## src/rtl/wallace_mult_pipe.sv

```systemverilog
// wallace_mult_pipe
// Pipelined Wallace-tree multiplier producing the full 2W-bit product of two
// W-bit operands, unsigned or two's-complement per operation.
//
// Parameters:
//   W       operand width (4..16)
//   STAGES  register stages from accepted input to registered prod (1..4)
//
// Ports:
//   clk          rising-edge clock
//   rst_n        asynchronous active-low reset
//   ena          design enable; low freezes every register
//   in_valid     operand pair present
//   in_ready     operands accepted this cycle
//   a, b         multiplicand / multiplier (W bits)
//   signed_mode  1 = two's-complement operands, sampled with a/b
//   out_valid    prod holds a result
//   out_ready    consumer takes the result this cycle
//   prod         registered 2W-bit product
//   acc_en       (WALLACE_ACC_EN only) add this product to the running sum
//
// Optional feature macro: WALLACE_ACC_EN adds acc_en and a 2W-bit
// accumulator. An op with acc_en=1 outputs acc + product; acc_en=0 outputs
// the plain product and restarts the sum from it.
//
// Pipeline: stage 1 registers the operands; the word-level 3:2 reduction
// levels are cut by STAGES-2 evenly spaced register ranks; the final
// carry-propagate adder feeds the prod register. All stages advance
// together (global stall), bubbles included.
module wallace_mult_pipe #(
  parameter int W      = 8,
  parameter int STAGES = 2
) (
  input  logic           clk,
  input  logic           rst_n,
  input  logic           ena,
  input  logic           in_valid,
  output logic           in_ready,
  input  logic [W-1:0]   a,
  input  logic [W-1:0]   b,
  input  logic           signed_mode,
`ifdef WALLACE_ACC_EN
  input  logic           acc_en,
`endif
  output logic           out_valid,
  input  logic           out_ready,
  output logic [2*W-1:0] prod
);

  localparam int PW  = 2 * W;
  localparam int NR0 = W + 1;  // W partial-product rows plus the correction row

  function automatic int next_rows(input int n);
    return (n > 2) ? (2 * (n / 3) + (n % 3)) : n;
  endfunction

  function automatic int rows_at(input int l);
    int n;
    n = NR0;
    for (int i = 0; i < l; i++) n = next_rows(n);
    return n;
  endfunction

  function automatic int count_levels(input int n0);
    int n;
    int l;
    n = n0;
    l = 0;
    while (n > 2) begin
      n = next_rows(n);
      l++;
    end
    return l;
  endfunction

  localparam int L    = count_levels(NR0);
  localparam int NCUT = (STAGES > 2) ? (STAGES - 2) : 0;

  // L >= 3 for every legal W and NCUT <= 2, so the cut points land on
  // distinct levels strictly inside the tree.
  function automatic bit is_cut(input int l);
    bit hit;
    hit = 1'b0;
    for (int p = 1; p <= NCUT; p++)
      if (l == (p * L) / (NCUT + 1)) hit = 1'b1;
    return hit;
  endfunction

  // Baugh-Wooley correction: +2^W + 2^(2W-1) absorbs the inverted sign terms.
  localparam logic [PW-1:0] BW_K = (PW'(1) << W) | (PW'(1) << (PW - 1));

`ifdef WALLACE_ACC_EN
  localparam int TW = 2;  // {acc_en, valid}
`else
  localparam int TW = 1;  // {valid}
`endif

  logic advance;
  assign advance  = ena & ~(out_valid & ~out_ready);
  assign in_ready = advance & rst_n;

  logic [TW-1:0] tag_in;
`ifdef WALLACE_ACC_EN
  assign tag_in = {acc_en, in_valid & in_ready};
`else
  assign tag_in = in_valid & in_ready;
`endif

  // Operand stage (bypassed when the only register is prod itself).
  logic [W-1:0]  a_s;
  logic [W-1:0]  b_s;
  logic          m_s;
  logic [TW-1:0] tag_s;

  genvar gi;
  generate
    if (STAGES > 1) begin : g_in_reg
      logic [W-1:0]  a_q;
      logic [W-1:0]  b_q;
      logic          m_q;
      logic [TW-1:0] tag_q;
      always_ff @(posedge clk or negedge rst_n) begin
        if (!rst_n) begin
          a_q   <= '0;
          b_q   <= '0;
          m_q   <= 1'b0;
          tag_q <= '0;
        end else if (advance) begin
          a_q   <= a;
          b_q   <= b;
          m_q   <= signed_mode;
          tag_q <= tag_in;
        end
      end
      assign a_s   = a_q;
      assign b_s   = b_q;
      assign m_s   = m_q;
      assign tag_s = tag_q;
    end else begin : g_in_comb
      assign a_s   = a;
      assign b_s   = b;
      assign m_s   = signed_mode;
      assign tag_s = tag_in;
    end
  endgenerate

  // Partial products; in signed mode the terms that carry a single sign bit
  // are inverted (the sign*sign term stays positive).
  logic [PW-1:0] pp [0:NR0-1];

  generate
    for (gi = 0; gi < W; gi++) begin : g_pp
      logic [W-1:0] row;
      always_comb begin
        row = a_s & {W{b_s[gi]}};
        if (m_s) begin
          if (gi == W - 1) row[W-2:0] = ~row[W-2:0];
          else             row[W-1]   = ~row[W-1];
        end
      end
      assign pp[gi] = PW'(row) << gi;
    end
  endgenerate
  assign pp[W] = m_s ? BW_K : '0;

  // Reduction levels: each groups rows in threes into sum/carry pairs.
  generate
    for (gi = 0; gi <= L; gi++) begin : g_lvl
      localparam int NR = rows_at(gi);
      logic [PW-1:0] rows [0:NR-1];
      logic [TW-1:0] tag;
      if (gi == 0) begin : g_src
        always_comb begin
          for (int r = 0; r < NR; r++) rows[r] = pp[r];
        end
        assign tag = tag_s;
      end else begin : g_csa
        localparam int NIN = rows_at(gi - 1);
        localparam int NG  = NIN / 3;
        logic [PW-1:0] nxt [0:NR-1];
        always_comb begin
          for (int g = 0; g < NG; g++) begin
            nxt[2*g]   = g_lvl[gi-1].rows[3*g] ^ g_lvl[gi-1].rows[3*g+1]
                       ^ g_lvl[gi-1].rows[3*g+2];
            nxt[2*g+1] = ((g_lvl[gi-1].rows[3*g]   & g_lvl[gi-1].rows[3*g+1])
                        | (g_lvl[gi-1].rows[3*g]   & g_lvl[gi-1].rows[3*g+2])
                        | (g_lvl[gi-1].rows[3*g+1] & g_lvl[gi-1].rows[3*g+2])) << 1;
          end
          for (int k = 0; k < NIN % 3; k++) nxt[2*NG+k] = g_lvl[gi-1].rows[3*NG+k];
        end
        if (is_cut(gi)) begin : g_cut
          always_ff @(posedge clk or negedge rst_n) begin
            if (!rst_n) begin
              for (int r = 0; r < NR; r++) rows[r] <= '0;
              tag <= '0;
            end else if (advance) begin
              for (int r = 0; r < NR; r++) rows[r] <= nxt[r];
              tag <= g_lvl[gi-1].tag;
            end
          end
        end else begin : g_pass
          always_comb begin
            for (int r = 0; r < NR; r++) rows[r] = nxt[r];
          end
          assign tag = g_lvl[gi-1].tag;
        end
      end
    end
  endgenerate

  logic [PW-1:0] product;
  logic [PW-1:0] result;
  logic          fin_valid;
  assign product   = g_lvl[L].rows[0] + g_lvl[L].rows[1];
  assign fin_valid = g_lvl[L].tag[0];

`ifdef WALLACE_ACC_EN
  logic [PW-1:0] acc;
  assign result = g_lvl[L].tag[1] ? (acc + product) : product;
  always_ff @(posedge clk or negedge rst_n) begin
    if (!rst_n)                       acc <= '0;
    else if (advance && fin_valid)    acc <= result;
  end
`else
  assign result = product;
`endif

  // prod only loads on a real result so it holds through bubbles.
  always_ff @(posedge clk or negedge rst_n) begin
    if (!rst_n) begin
      out_valid <= 1'b0;
      prod      <= '0;
    end else if (advance) begin
      out_valid <= fin_valid;
      if (fin_valid) prod <= result;
    end
  end

endmodule

```

## config.mk

```make
export PLATFORM = sky130hd
export DESIGN_NAME = wallace_mult_pipe
export DESIGN_NICKNAME = d
export VERILOG_FILES = /design/src/rtl/wallace_mult_pipe.sv
export SDC_FILE = /design/constraint.sdc
export NUM_CORES = 1
export LEC_CHECK = 0
export CORE_UTILIZATION = 45
export CTS_CLUSTER_DIAMETER = 60
export DETAILED_ROUTE_END_ITERATION = 6
export PLACE_DENSITY = 0.76
export SYNTH_ARGS = -nofsm -noshare
export SYNTH_HDL_FRONTEND = slang
export SYNTH_SLANG_ARGS = --single-unit
```

## constraint.sdc

```tcl
create_clock -name clk -period 8.3 [get_ports clk]
set_input_delay 0.83 -clock clk [delete_from_list [all_inputs] [get_ports clk]]
set_output_delay 0.83 -clock clk [all_outputs]
set_load 0.01 [all_outputs]
```

==> results of run 1 <==
## state kept, by name, summed over array words and instances (netlist names)
signal / count
a_s: 8
fin_valid: 1
b_s: 8
out_valid: 1
prod: 16
g_in_reg.m_q: 1
## metrics by stage
stage	instances	instance area, um2
6_report	470	3980
5_1_grt	470	3980
4_1_cts	470	3980
3_5_place_dp	463	3890
3_3_place_gp	463	3890
2_1_floorplan	337	3430
## worst max-delay path, stage by stage, from the launching register on
cell and delay, ns:
dfrtp_1 0.85, xor2_1 0.24, fa_1 0.46, fa_1 0.52, fa_1 0.44, fa_1 0.55, inv_1 0.04, ha_1 0.34
a21oi_2 0.22, o211ai_2 0.12, a41oi_1 0.26, xor2_1 0.20, o21ai_1 0.08
## per-layer routing
layer	routed length, um	global-route usage [%]
met4	74	5.34
met5	0	0
met1	3030	24.4
met3	215	3.23
met2	3110	29.6
## cells by family after synthesis
family	count (synthesis)	share of synthesized area [%]
and+or+nand+nor	92	13.3
adders and majority gates	71	34.2
buffers and inverters	61	7.04
DFF	35	25.5
AOI/OAI and AO/OA	31	6.24
xor gates and xnor gates	24	6.13
muxes	23	7.55
## final timing paths
kind,start,end,slack [ns]
max in group asynchronous,rst_n,b_s[2]$_DFFE_PN0P_,7.02
max,g_in_reg.m_q$_DFFE_PN0P_,prod[13]$_DFFE_PN0P_,3.82
min in group asynchronous,rst_n,prod[4]$_DFFE_PN0P_,0.96
min reg2reg,prod[8]$_DFFE_PN0P_,prod[8]$_DFFE_PN0P_,0.48
min,prod[8]$_DFFE_PN0P_,prod[8]$_DFFE_PN0P_,0.48
max reg2reg,g_in_reg.m_q$_DFFE_PN0P_,prod[13]$_DFFE_PN0P_,3.82
## cells in the final DEF (no fill, tap or decap), types with 2 or more instances in the layout
cell type | netlist | layout
o21ai_1 | 8 | 8
dfrtp_1 | 35 | 35
and2_1 | 29 | 29
fa_1 | 38 | 38
a21oi_1 | 3 | 3
mux2_2 | 23 | 23
xor2_1 | 7 | 7
o21bai_1 | 3 | 3
inv_1 | 48 | 48
ha_1 | 33 | 33
nand3_2 | 3 | 3
o211ai_2 | 2 | 2
clkdlybuf4s50_1 | 0 | 39
nand3_1 | 2 | 2
and3_1 | 2 | 2
a21oi_2 | 3 | 3
clkbuf_8 | 0 | 6
nand2_1 | 53 | 53
xnor2_1 | 17 | 17
o21ai_0 | 6 | 6
## cell type report
type / instances / area, um2 / share of cell area (%)
well taps: 99 / 124 / 3.11
repair buffers: 40 / 398 / 10.0
clock inverters: 1 / 5.00 / 0.126
clock buffers: 6 / 82.6 / 2.08
multi-input cells: 241 / 2310 / 58.1
flip-flops and latches: 35 / 876 / 22.0
inverters: 48 / 180 / 4.53
==> flow_metrics.py, run 1 <==
metrics = {
    "die": {
        "core_area_um2": 7290,
        "rows": 31,
        "start_util_pct": 47.0,
        "dieWidth_um": 89.3,
        "die_h_um": 89.3,
        "io_pins": 40,
        "die_area_um2": 7980,
    },
    "run_status": {
        "status": "completed",
    },
    "layout": {
        "nets": 464,
        "post-route-util_pct": 54.6,
        "layout-drive-gt1-share_pct": 11.3,
        "syn2layout_area_growth_pct": 16.0,
        "diodes": 0,
        "nFillCells": 688,
    },
    "grt": {
        "grt_pass1_vias": 2394,
        "grt_pass1_wl_um": 11000,
        "grt_usage_pct": 18.0,
        "grt-ovfl-total": 0,
        "grt_max_degree": 38,
        "antenna_found_initial": 0,
    },
    "yosys": {
        "yosys.area.top_type": "dfrtp_1",
        "synth_cell_types": 30,
        "ys_async_sr_fraction_pct": 100,
        "synth_area_um2": 3430,
        "synth_most_common_cell": "nand2_1",
        "synth-edff-count": 0,
        "syn-num-nets": 430,
        "yosys_warnings": 0,
        "syn_inst": 337,
        "synthFlopType": "dfrtp_1",
        "synthDominantCellAreaShare_pct": 25.5,
        "synth_commonest_cells": "53 x nand2_1, 48 x inv_1, 38 x fa_1",
        "synthTopCellsByArea": "dfrtp_1 26%, fa_1 22%, ha_1 12%",
        "yosysSeqAreaShare_pct": 25.5,
        "yosys_register_bits": 35,
        "syn_avg_cell_area_um2": 10.2,
    },
    "detailed_routing": {
        "first_iter_violations": 97,
        "route.detailed.drc": 0,
        "via_per_inst": 4.97,
        "drt_first_pass_iters": 4,
        "wl_per_cell_um": 13.7,
        "ant_nets": 0,
        "wl_um": 6430,
        "vias": 2336,
    },
    "timing": {
        "fin_crit_ns": 4.48,
        "fin_ws_ns": 3.82,
        "fin_hold_ws_ns": 0.479,
        "worst_slew_pin_slew_ns": 0.809,
        "grt_setup_unrepaired": "false",
        "setup_violations": 0,
        "finalSetupTns_ns": 0,
        "finalHoldViolations": 0,
        "clock_skew_ns": 0.00207,
        "final-max-slew-violation-count": 0,
        "slew_headroom_pct": 45.9,
        "fmax_mhz": 223,
        "post-route-period-util_pct": 54.0,
    },
    "setup_path": {
        "critPathArrivalTime_ns": 4.63,
        "crit_path_max_fanout": 16,
        "reg2regPathDepth": 12,
        "cp-end-kind": "flop",
        "path_class": "flop to flop",
        "cp.required_ns": 8.45,
        "cp-start-kind": "flop",
    },
    "cts": {
        "hold_buffers": 0,
        "cts_max_level": 2,
        "cts_tree": "yes",
        "ctsResizeCount": 0,
        "clk_latency_ns": 0.28,
        "post_cts_buffers": 0,
        "clock-sinks": 35,
        "numCtsBuffers": 5,
        "clk_pin_slew_ns": 0.07,
        "clock-root-buffer": "clkbuf_8",
        "clockBufferDepth": 2,
    },
    "placement": {
        "place_hpwl_um": 5050,
        "gp_congestion": 0.852,
        "portBuffers": 39,
        "place_ws_ns": 3.87,
    },
    "hold_path": {
        "min_path_type": "flop to flop",
        "holdPathStages": 2,
    },
    "run": {
        "max_cap_viol_count": 0,
    },
}
Power of run 1 is not shown: default switching activity piles up to over one toggle a cycle in this logic, so the estimate is an artifact.
==> inputs of run 2 (changes only) <==
==> constraint.sdc (replaced) <==
create_clock -name clk -period 4.15 [get_ports clk]
set_input_delay 0.415 -clock clk [delete_from_list [all_inputs] [get_ports clk]]
set_output_delay 0.415 -clock clk [all_outputs]
set_load 0.01 [all_outputs]
==> flow_metrics.py, run 2 (synthesis results as in run 1) <==
metrics = {
    "grt": {
        "grt_max_degree": 38,
        "grt-ovfl-total": 0,
        "grt_usage_pct": 17.2,
        "grt_pass1_wl_um": 10500,
        "antenna_found_initial": 0,
        "grt_pass1_vias": 2308,
    },
    "cts": {
        "clock-sinks": 35,
        "hold_buffers": 0,
        "numCtsBuffers": 5,
        "cts_max_level": 2,
        "clockBufferDepth": 2,
        "clock-root-buffer": "clkbuf_8",
        "clk_pin_slew_ns": 0.07,
        "clk_latency_ns": 0.29,
        "cts_tree": "yes",
    },
    "setup_path": {
        "cp.required_ns": 4.30,
        "cp-start-kind": "flop",
        "r2r_end": "prod[15]$_DFFE_PN0P_",
        "path_class": "flop to flop",
        "cp-end-kind": "flop",
        "ff2ff_setup_slack_ns": 0.12,
        "timing.rr.start": "a_s[3]$_DFFE_PN0P_",
        "reg2regPathDepth": 13,
        "crit_path_max_fanout": 9,
        "critPathArrivalTime_ns": 4.18,
    },
    "detailed_routing": {
        "first_iter_violations": 153,
        "vias": 2407,
        "drt_first_pass_iters": 4,
        "via_per_inst": 4.99,
        "wl_per_cell_um": 13.2,
        "ant_nets": 0,
        "route.detailed.drc": 0,
        "wl_um": 6350,
    },
    "placement": {
        "place_hpwl_um": 5250,
        "place_ws_ns": -0.0399,
        "portBuffers": 39,
        "gp_congestion": 0.880,
    },
    "die": {
        "start_util_pct": 47.0,
        "die_h_um": 89.3,
        "core_area_um2": 7290,
        "die_area_um2": 7980,
        "dieWidth_um": 89.3,
        "io_pins": 40,
        "rows": 31,
    },
    "hold_path": {
        "holdPathStages": 2,
        "hp-start": "prod[14]$_DFFE_PN0P_",
        "hold_end": "prod[14]$_DFFE_PN0P_",
        "min_path_type": "flop to flop",
    },
    "layout": {
        "diodes": 0,
        "layout-drive-gt1-share_pct": 17.2,
        "multi_input_area_um2": 2360,
        "nets": 475,
        "final_common_cell": "nand2_1",
        "largest_register": "prod",
        "mostFrequentLayoutCells": "53 x nand2_1, 48 x inv_1, 39 x clkdlybuf4s50_1, 38 x fa_1, 30 x ha_1",
        "largest_reg_flops": 16,
        "nFillCells": 645,
        "ff_latch_area_um2": 888,
        "syn2layout_area_growth_pct": 20.5,
    },
    "timing": {
        "grt_setup_unrepaired": "true",
        "post-route-period-util_pct": 97.0,
        "finalHoldViolations": 0,
        "clock_skew_ns": 0.00628,
        "slew_headroom_pct": 45.3,
        "fin_ws_ns": 0.123,
        "fmax_mhz": 248,
        "setup_violations": 0,
        "fin_crit_ns": 4.03,
        "worst_slew_pin_slew_ns": 0.819,
        "final-max-slew-violation-count": 0,
    },
    "run_status": {
        "status": "completed",
    },
    "run": {
        "max_cap_viol_count": 0,
    },
}
-- run 2: changes by cell type in the layout (fill, tap and decap cells not counted), sizes merged --
cell / previous run / this run
clkinv: 1 / 0
buf: 1 / 11
clkbuf: 6 / 8
dlymetal6s2s: 0 / 1
-- run 2: what timing repair did --
action / CTS / global route
endpoints found under the setup margin: 2 / 5
resized for setup: 3 / 13
pin swaps: 1 / 2
setup buffers: 0 / 1
-- run 2: per-stage QoR --
step           instances  cell area [um2]  TNS, ns  hold WS [ns]  utilization [%]
2_1_floorplan        337             3430        0         0.119                -
3_3_place_gp         473             3970        0         0.461             54.4
3_5_place_dp         473             3970  -0.0399         0.474             54.4
4_1_cts              481             4070        0         0.489             55.8
5_1_grt              482             4130  -0.0187         0.527             56.7
6_report             482             4130        0         0.482             56.7
-- run 2: worst max-delay path by stage --
stage | slack [ns] | end | startpoint | cells after the start
2_1_floorplan | 0.17 | prod[13]$_DFFE_PN0P_ | a_s[2]$_DFFE_PN0P_ | 14
3_3_place_gp | 0.03 | prod[14]$_DFFE_PN0P_ | a_s[4]$_DFFE_PN0P_ | 13
3_5_place_dp | -0.04 | prod[14]$_DFFE_PN0P_ | a_s[5]$_DFFE_PN0P_ | 13
4_1_cts | 0.006 | prod[14]$_DFFE_PN0P_ | b_s[5]$_DFFE_PN0P_ | 13
5_1_grt | -0.02 | prod[14]$_DFFE_PN0P_ | a_s[4]$_DFFE_PN0P_ | 13
6_report | 0.12 | prod[15]$_DFFE_PN0P_ | a_s[3]$_DFFE_PN0P_ | 13
-- run 2: cell type report --
type                       count  area share [%]
sequential                    35            21.5
multi-input combinational    241            57.0
tap                           99            3.00
clock buffer                   8            2.42
inverter                      48            4.36
timing repair buffer          51            11.7
-- run 2: per-layer routing --
metal / vias up / routed length, um / track usage (%) / part of all wire [%]
met1: 1172 / 2880 / 23.6 / 45
met4: 0 / 66 / 3.03 / 1.0
met5: - / 0 / 0 / 0
met2: 75 / 3070 / 28.7 / 48
li1: 1151 / - / - / -
met3: 9 / 340 / 3.23 / 5.4
-- run 2: critical path, cell delays in order, from the launching register on --
cell	delay, ns
dfrtp_2	0.46
and2_1	0.19
fa_1	0.54
inv_1	0.06
fa_1	0.56
fa_1	0.42
fa_1	0.49
inv_1	0.04
ha_2	0.38
nand2_1	0.09
o211ai_2	0.22
a41oi_2	0.15
xnor2_1	0.20
o21ai_1	0.08
Power of run 2 is left out for the same reason.
